==> src/rtl/uart_pkg.sv <==
// Shared UART definitions: frame width, default bit timing and receiver states.
// Meant to be reused by the future uart_tx.
package uart_pkg;

    localparam int unsigned UART_DATA_BITS    = 8;
    localparam int unsigned UART_CLKS_PER_BIT = 434;

    typedef enum logic [2:0] {
        StIdle,
        StStart,
        StData,
        StStop,
        StBreak
    } uart_state_e;

endpackage

==> src/rtl/uart_rx_core_if.sv <==
// Serial line and received-byte outputs of the UART receiver.
// The master modport is the receiver's view; the slave modport is the consumer's view.
interface uart_rx_core_if;
    import uart_pkg::*;

    logic                      rx_i;
    logic [UART_DATA_BITS-1:0] data_o;
    logic                      valid_o;
    logic                      frame_err_o;
    logic                      busy_o;

    modport master (
        input  rx_i,
        output data_o,
        output valid_o,
        output frame_err_o,
        output busy_o
    );

    modport slave (
        output rx_i,
        input  data_o,
        input  valid_o,
        input  frame_err_o,
        input  busy_o
    );

endinterface

==> src/rtl/sync_2ff.sv <==
// Two-flop synchronizer for a single asynchronous input.
// The reset value is a parameter so idle-high lines do not glitch on reset release.
module sync_2ff #(
    parameter logic RESET_VAL = 1'b1
) (
    input  logic clk_i,
    input  logic rst_ni,
    input  logic d_i,
    output logic q_o
);

    logic r_meta;
    logic r_sync;

    always_ff @(posedge clk_i or negedge rst_ni) begin
        if (!rst_ni) begin
            r_meta <= RESET_VAL;
            r_sync <= RESET_VAL;
        end else begin
            r_meta <= d_i;
            r_sync <= r_meta;
        end
    end

    assign q_o = r_sync;

endmodule

==> src/rtl/uart_rx_core.sv <==
// 8N1 UART receiver: mid-bit sampling, start-glitch rejection, framing-error detection.
// A stop bit sampled low parks the FSM in StBreak until the line returns high.
module uart_rx_core
    import uart_pkg::*;
#(
    parameter int unsigned CLKS_PER_BIT = UART_CLKS_PER_BIT,
    parameter int unsigned DATA_BITS    = UART_DATA_BITS
) (
    input  logic            clk_i,
    input  logic            rst_i,
    uart_rx_core_if.master  bus
);

    localparam int unsigned CntW = $clog2(CLKS_PER_BIT);
    localparam int unsigned IdxW = $clog2(DATA_BITS);

    localparam logic [CntW-1:0] CntHalf = CntW'(CLKS_PER_BIT / 2 - 1);
    localparam logic [CntW-1:0] CntLast = CntW'(CLKS_PER_BIT - 1);
    localparam logic [IdxW-1:0] IdxLast = IdxW'(DATA_BITS - 1);

    logic w_rx_s;

    uart_state_e          r_state, w_state_d;
    logic [CntW-1:0]      r_cnt, w_cnt_d;
    logic [IdxW-1:0]      r_idx, w_idx_d;
    logic [DATA_BITS-1:0] r_shift, w_shift_d;
    logic [DATA_BITS-1:0] r_data, w_data_d;
    logic                 r_valid, w_valid_d;
    logic                 r_frame_err, w_frame_err_d;

    sync_2ff #(
        .RESET_VAL (1'b1)
    ) u_sync_rx (
        .clk_i  (clk_i),
        .rst_ni (rst_i),
        .d_i    (bus.rx_i),
        .q_o    (w_rx_s)
    );

    always_ff @(posedge clk_i or negedge rst_i) begin
        if (!rst_i) begin
            r_state     <= StIdle;
            r_cnt       <= '0;
            r_idx       <= '0;
            r_shift     <= '0;
            r_data      <= '0;
            r_valid     <= 1'b0;
            r_frame_err <= 1'b0;
        end else begin
            r_state     <= w_state_d;
            r_cnt       <= w_cnt_d;
            r_idx       <= w_idx_d;
            r_shift     <= w_shift_d;
            r_data      <= w_data_d;
            r_valid     <= w_valid_d;
            r_frame_err <= w_frame_err_d;
        end
    end

    always_comb begin
        w_state_d     = r_state;
        w_cnt_d       = r_cnt + 1'b1;
        w_idx_d       = r_idx;
        w_shift_d     = r_shift;
        w_data_d      = r_data;
        w_valid_d     = 1'b0;
        w_frame_err_d = 1'b0;

        unique case (r_state)
            StIdle: begin
                w_cnt_d = '0;
                if (!w_rx_s) begin
                    w_state_d = StStart;
                end
            end
            StStart: begin
                // Half a bit in: a line that is high again was only a glitch.
                if (r_cnt == CntHalf) begin
                    w_cnt_d   = '0;
                    w_idx_d   = '0;
                    w_state_d = w_rx_s ? StIdle : StData;
                end
            end
            StData: begin
                if (r_cnt == CntLast) begin
                    w_cnt_d   = '0;
                    w_shift_d = {w_rx_s, r_shift[DATA_BITS-1:1]};
                    w_idx_d   = r_idx + 1'b1;
                    if (r_idx == IdxLast) begin
                        w_state_d = StStop;
                    end
                end
            end
            StStop: begin
                if (r_cnt == CntLast) begin
                    w_cnt_d = '0;
                    if (w_rx_s) begin
                        w_data_d  = r_shift;
                        w_valid_d = 1'b1;
                        w_state_d = StIdle;
                    end else begin
                        w_frame_err_d = 1'b1;
                        w_state_d     = StBreak;
                    end
                end
            end
            StBreak: begin
                if (w_rx_s) begin
                    w_cnt_d   = '0;
                    w_state_d = StIdle;
                end
            end
            default: begin
                w_cnt_d   = '0;
                w_state_d = StIdle;
            end
        endcase
    end

    assign bus.data_o      = r_data;
    assign bus.valid_o     = r_valid;
    assign bus.frame_err_o = r_frame_err;
    assign bus.busy_o      = (r_state != StIdle);

endmodule

==> src/flat_wrapper.sv <==
// flat-port wrapper written by rule: the top's interface ports become plain ports
module uart_rx_core_flat import uart_pkg::*;
#(
    parameter int unsigned CLKS_PER_BIT = UART_CLKS_PER_BIT,
    parameter int unsigned DATA_BITS    = UART_DATA_BITS
)
  (clk_i, rst_i, bus_rx_i, bus_data_o, bus_valid_o, bus_frame_err_o, bus_busy_o);
  uart_rx_core_if bus_i ();
  input  logic clk_i;
  input  logic rst_i;
  input wire logic [$bits(bus_i.rx_i)-1:0] bus_rx_i;
  output wire logic [$bits(bus_i.data_o)-1:0] bus_data_o;
  output wire logic [$bits(bus_i.valid_o)-1:0] bus_valid_o;
  output wire logic [$bits(bus_i.frame_err_o)-1:0] bus_frame_err_o;
  output wire logic [$bits(bus_i.busy_o)-1:0] bus_busy_o;
  assign bus_i.rx_i = bus_rx_i;
  assign bus_data_o = bus_i.data_o;
  assign bus_valid_o = bus_i.valid_o;
  assign bus_frame_err_o = bus_i.frame_err_o;
  assign bus_busy_o = bus_i.busy_o;
  uart_rx_core #(.CLKS_PER_BIT(CLKS_PER_BIT), .DATA_BITS(DATA_BITS)) u_core (.clk_i(clk_i), .rst_i(rst_i), .bus(bus_i));
endmodule
==> config.mk <==
export PLATFORM = sky130hd
export DESIGN_NAME = uart_rx_core_flat
export DESIGN_NICKNAME = d
export VERILOG_FILES = /design/src/rtl/uart_pkg.sv /design/src/rtl/uart_rx_core_if.sv /design/src/rtl/sync_2ff.sv /design/src/rtl/uart_rx_core.sv /design/src/flat_wrapper.sv
export SDC_FILE = /design/constraint.sdc
export NUM_CORES = 1
export LEC_CHECK = 0
export CORE_MARGIN = 2
export CORE_UTILIZATION = 45
export DETAILED_ROUTE_END_ITERATION = 12
export GPL_ROUTABILITY_DRIVEN = 0
export GPL_TIMING_DRIVEN = 0
export HOLD_SLACK_MARGIN = 0.03
export PLACE_DENSITY_LB_ADDON = 0.08
export SKIP_LAST_GASP = 1
export SLEW_MARGIN = 15
export SYNTH_ARGS = -nofsm -noshare
export SYNTH_HDL_FRONTEND = slang
export SYNTH_SLANG_ARGS = --single-unit
==> constraint.sdc <==
create_clock -name clk_i -period 5 [get_ports clk_i]
set_clock_uncertainty 0.2 [all_clocks]
set_input_delay 0.75 -clock clk_i [delete_from_list [all_inputs] [get_ports clk_i]]
set_output_delay 0.75 -clock clk_i [all_outputs]
set_load 0.01 [all_outputs]
==> flow_metrics.tcl <==
set metrics [dict create \
    run_status "finished, final reports clean" \
    ys_seq_area_share_pct 57.1 \
    finalHoldViolCount 0 \
    fmax_ghz 0.376 \
    clockRootBuffer "clkbuf_4" \
    grt_pass1_wl_um 4680 \
    seq_area_um2 878 \
    die_h_um 62.5 \
    cts_tree "done" \
    clk_latency_ps 340 \
    min_path_cells 0 \
    critPathRequiredTime_ps 4050 \
    crit_arrival_ps 1710 \
    postCtsSetupRepairBufs 0 \
    h-tree-depth 2 \
    p_switching_uw 100 \
    cts_resized 0 \
    sw_frac_of_total_pct 21.3 \
    grt_usage_pct 15.8 \
    area_delta_synth_final_pct 16.3 \
    grt_overflow 0 \
    initial_core_util_pct 46.5 \
    synth-seq-cells 35 \
    clockBufferDepth 2 \
    ir_drop_v 0.000141 \
    numCtsBuffers 5 \
    final_cell_mix "dfrtp_1 (33), nor2_1 (13), clkdlybuf4s50_1 (12), mux2_2 (11), mux2_1 (7)" \
    dieWidth_um 62.5 \
    postSynth.asyncResetShare_pct 100 \
    clock-sinks 35 \
    drive_above_1_share_pct 21.3 \
    drtIter0Drc 51 \
    p_seq_share_pct 60.8 \
    synth_cells 120 \
    layout_min_cycle_time_ps 2660 \
    wirelength_um 2670 \
    pwr_density_cell_nw_per_um2 262 \
    hp-class "reg -> reg" \
    relSlewSlack_pct 48.9 \
    hold-path-endpoint "u_core.u_sync_rx.q_o$_DFF_PN1_" \
    setup_viol 0 \
    synth_area_um2 1540 \
    diodes 0 \
    start_kind "flip-flop" \
    path_class "reg -> out" \
    multiInputGateArea_um2 619 \
    n_fill_cell 307 \
    io_buffers 13 \
    hp-start "u_core.u_sync_rx.r_meta$_DFF_PN1_" \
    cap_violations 0 \
    layout_commonest_cell "dfrtp_1" \
    ys_warn_count 0 \
    drt_pass1_iterations 4 \
    drc 0 \
    slew_viol_final 0 \
    io_pins 14 \
    fin_crit_sh_pct 53.2 \
    finalSetupTns_ps 0 \
    synth_cell_types 34 \
    worstRegToRegCells 6 \
    synth_ff_type "dfrtp_1" \
    clk_pin_slew_worst_paths_ps 110 \
    synth_edf_count 0 \
    vias 991 \
    num_rows 21 \
    wire_per_inst_um 14.3 \
    power_frac_clock_pct 37.5 \
    syn_avg_cell_area_um2 12.8 \
    rsz0062_at_grt "no" \
    setup.worst_path.end_class "output pin" \
    grt_max_degree 36 \
    ant_nets 0 \
    p_leak_uw 0.000851 \
    antenna_found_initial 0 \
    coreArea_um2 3310 \
    hpwl_um 1810 \
    p_int_uw 369 \
    regToRegSetupSlack_ps 2910 \
    grt_pass1_vias 977 \
    reg2reg_from "u_core.r_cnt[1]$_DFF_PN0_" \
    tightest_slew_ps 767 \
    timing.rr.end "u_core.bus.data_o[1]$_DFFE_PN0P_" \
    viasPerCell 5.30 \
    nNetsFinal 148 \
    combinationalPowerShare_pct 1.7 \
    postSynthNetCount 128 \
    postLayoutCoreUtil_pct 54.1 \
    path_max_fanout 10 \
    cts_hold_buf 0 \
    die-area_um2 3900 \
]
critical path: stages (launching register included):
cell             delay, ps
dfrtp_1                380
buf_2                  170
or3_1                  340
clkdlybuf4s50_1        480
how the worst max path moves through the flow:
stage / from / end / depth (start not counted)
2_1_floorplan: u_core.r_cnt[1]$_DFF_PN0_ / u_core.bus.data_o[0]$_DFFE_PN0P_ / 6
5_1_grt: u_core.r_state[0]$_DFFE_PN0P_ / bus_busy_o / 3
4_1_cts: u_core.r_state[0]$_DFFE_PN0P_ / bus_busy_o / 3
3_5_place_dp: u_core.r_state[0]$_DFFE_PN0P_ / bus_busy_o / 3
3_3_place_gp: rst_i / u_core.r_shift[1]$_DFFE_PN0P_ / 1
6_report: u_core.r_state[0]$_DFFE_PN0P_ / bus_busy_o / 3
power groups by stage:
| stage | Clock (uW) | Sequential (uW) | Combinational (uW) |
|---|---|---|---|
| 6_report | 176 | 285 | 7.84 |
| 5_1_grt | 199 | 285 | 9.57 |
| 4_1_cts | 182 | 285 | 8.34 |
| 3_5_place_dp | 0 | 291 | 8.33 |
| 3_3_place_gp | 0 | 291 | 8.46 |
| 2_1_floorplan | 0 | 290 | 1.39 |
synthesized netlist by cell type, types with 2 or more instances:
cell type,n,area (um2)
a22o_1,2,17.5
and4bb_2,2,25.0
nand2_1,3,11.3
buf_2,3,15.0
xor2_1,3,26.3
dfstp_2,2,52.6
inv_1,4,15.0
mux2_1,7,78.8
ha_1,5,62.6
a21oi_1,2,10.0
nor3_1,3,15.0
nor2_1,13,48.8
dfrtp_1,33,826
nand3_1,5,25.0
mux2_2,11,124
xnor2_1,4,35.0
per-stage QoR:
stage	instance area [um2]	cells	setup WS [ps]	total power, uW	hold slack [ps]
after detailed placement	1720	179	2720	299	147
after floorplan	1540	120	3130	292	145
after CTS	1790	187	2320	475	161
after global routing	1790	187	2240	494	173
after global placement	1730	179	2280	299	148
final	1790	187	2340	468	161
layout make-up:
| type | count | area share [%] |
|---|---|---|
| flip-flops and latches | 35 | 49.1 |
| multi-input cells | 77 | 34.6 |
| repair buffers | 13 | 6.99 |
| clock buffers | 8 | 3.84 |
| well taps | 46 | 3.21 |
| plain buffers | 4 | 1.47 |
| inverters | 4 | 0.839 |
registers in the layout (all words and copies together) (netlist names):
name	cells
u_core.r_cnt	9
u_core.bus.data_o	8
u_core.r_shift	8
u_core.r_idx	3
u_core.r_state	3
u_core.bus.frame_err_o	1
u_core.bus.valid_o	1
u_core.u_sync_rx.q_o	1
u_core.u_sync_rx.r_meta	1
layer usage:
layer / vias to the layer above / wire length (um) / global-route usage (%)
met5: - / 0 / 0
met4: 0 / 29 / 7.22
met3: 4 / 146 / 7.21
met2: 27 / 1290 / 23.4
met1: 497 / 1200 / 20.0
li1: 463 / - / -
cells by family after synthesis:
kind of cell               synth area share (%)
and+or+nand+nor                            14.6
buffers and inverters                      2.68
DFF                                        57.1
adders and majority gates                  4.07
xor gates and xnor gates                   3.98
muxes                                      13.2
AOI/OAI and AO/OA                          4.39
Note: power is estimated with default switching activity, not from simulation.
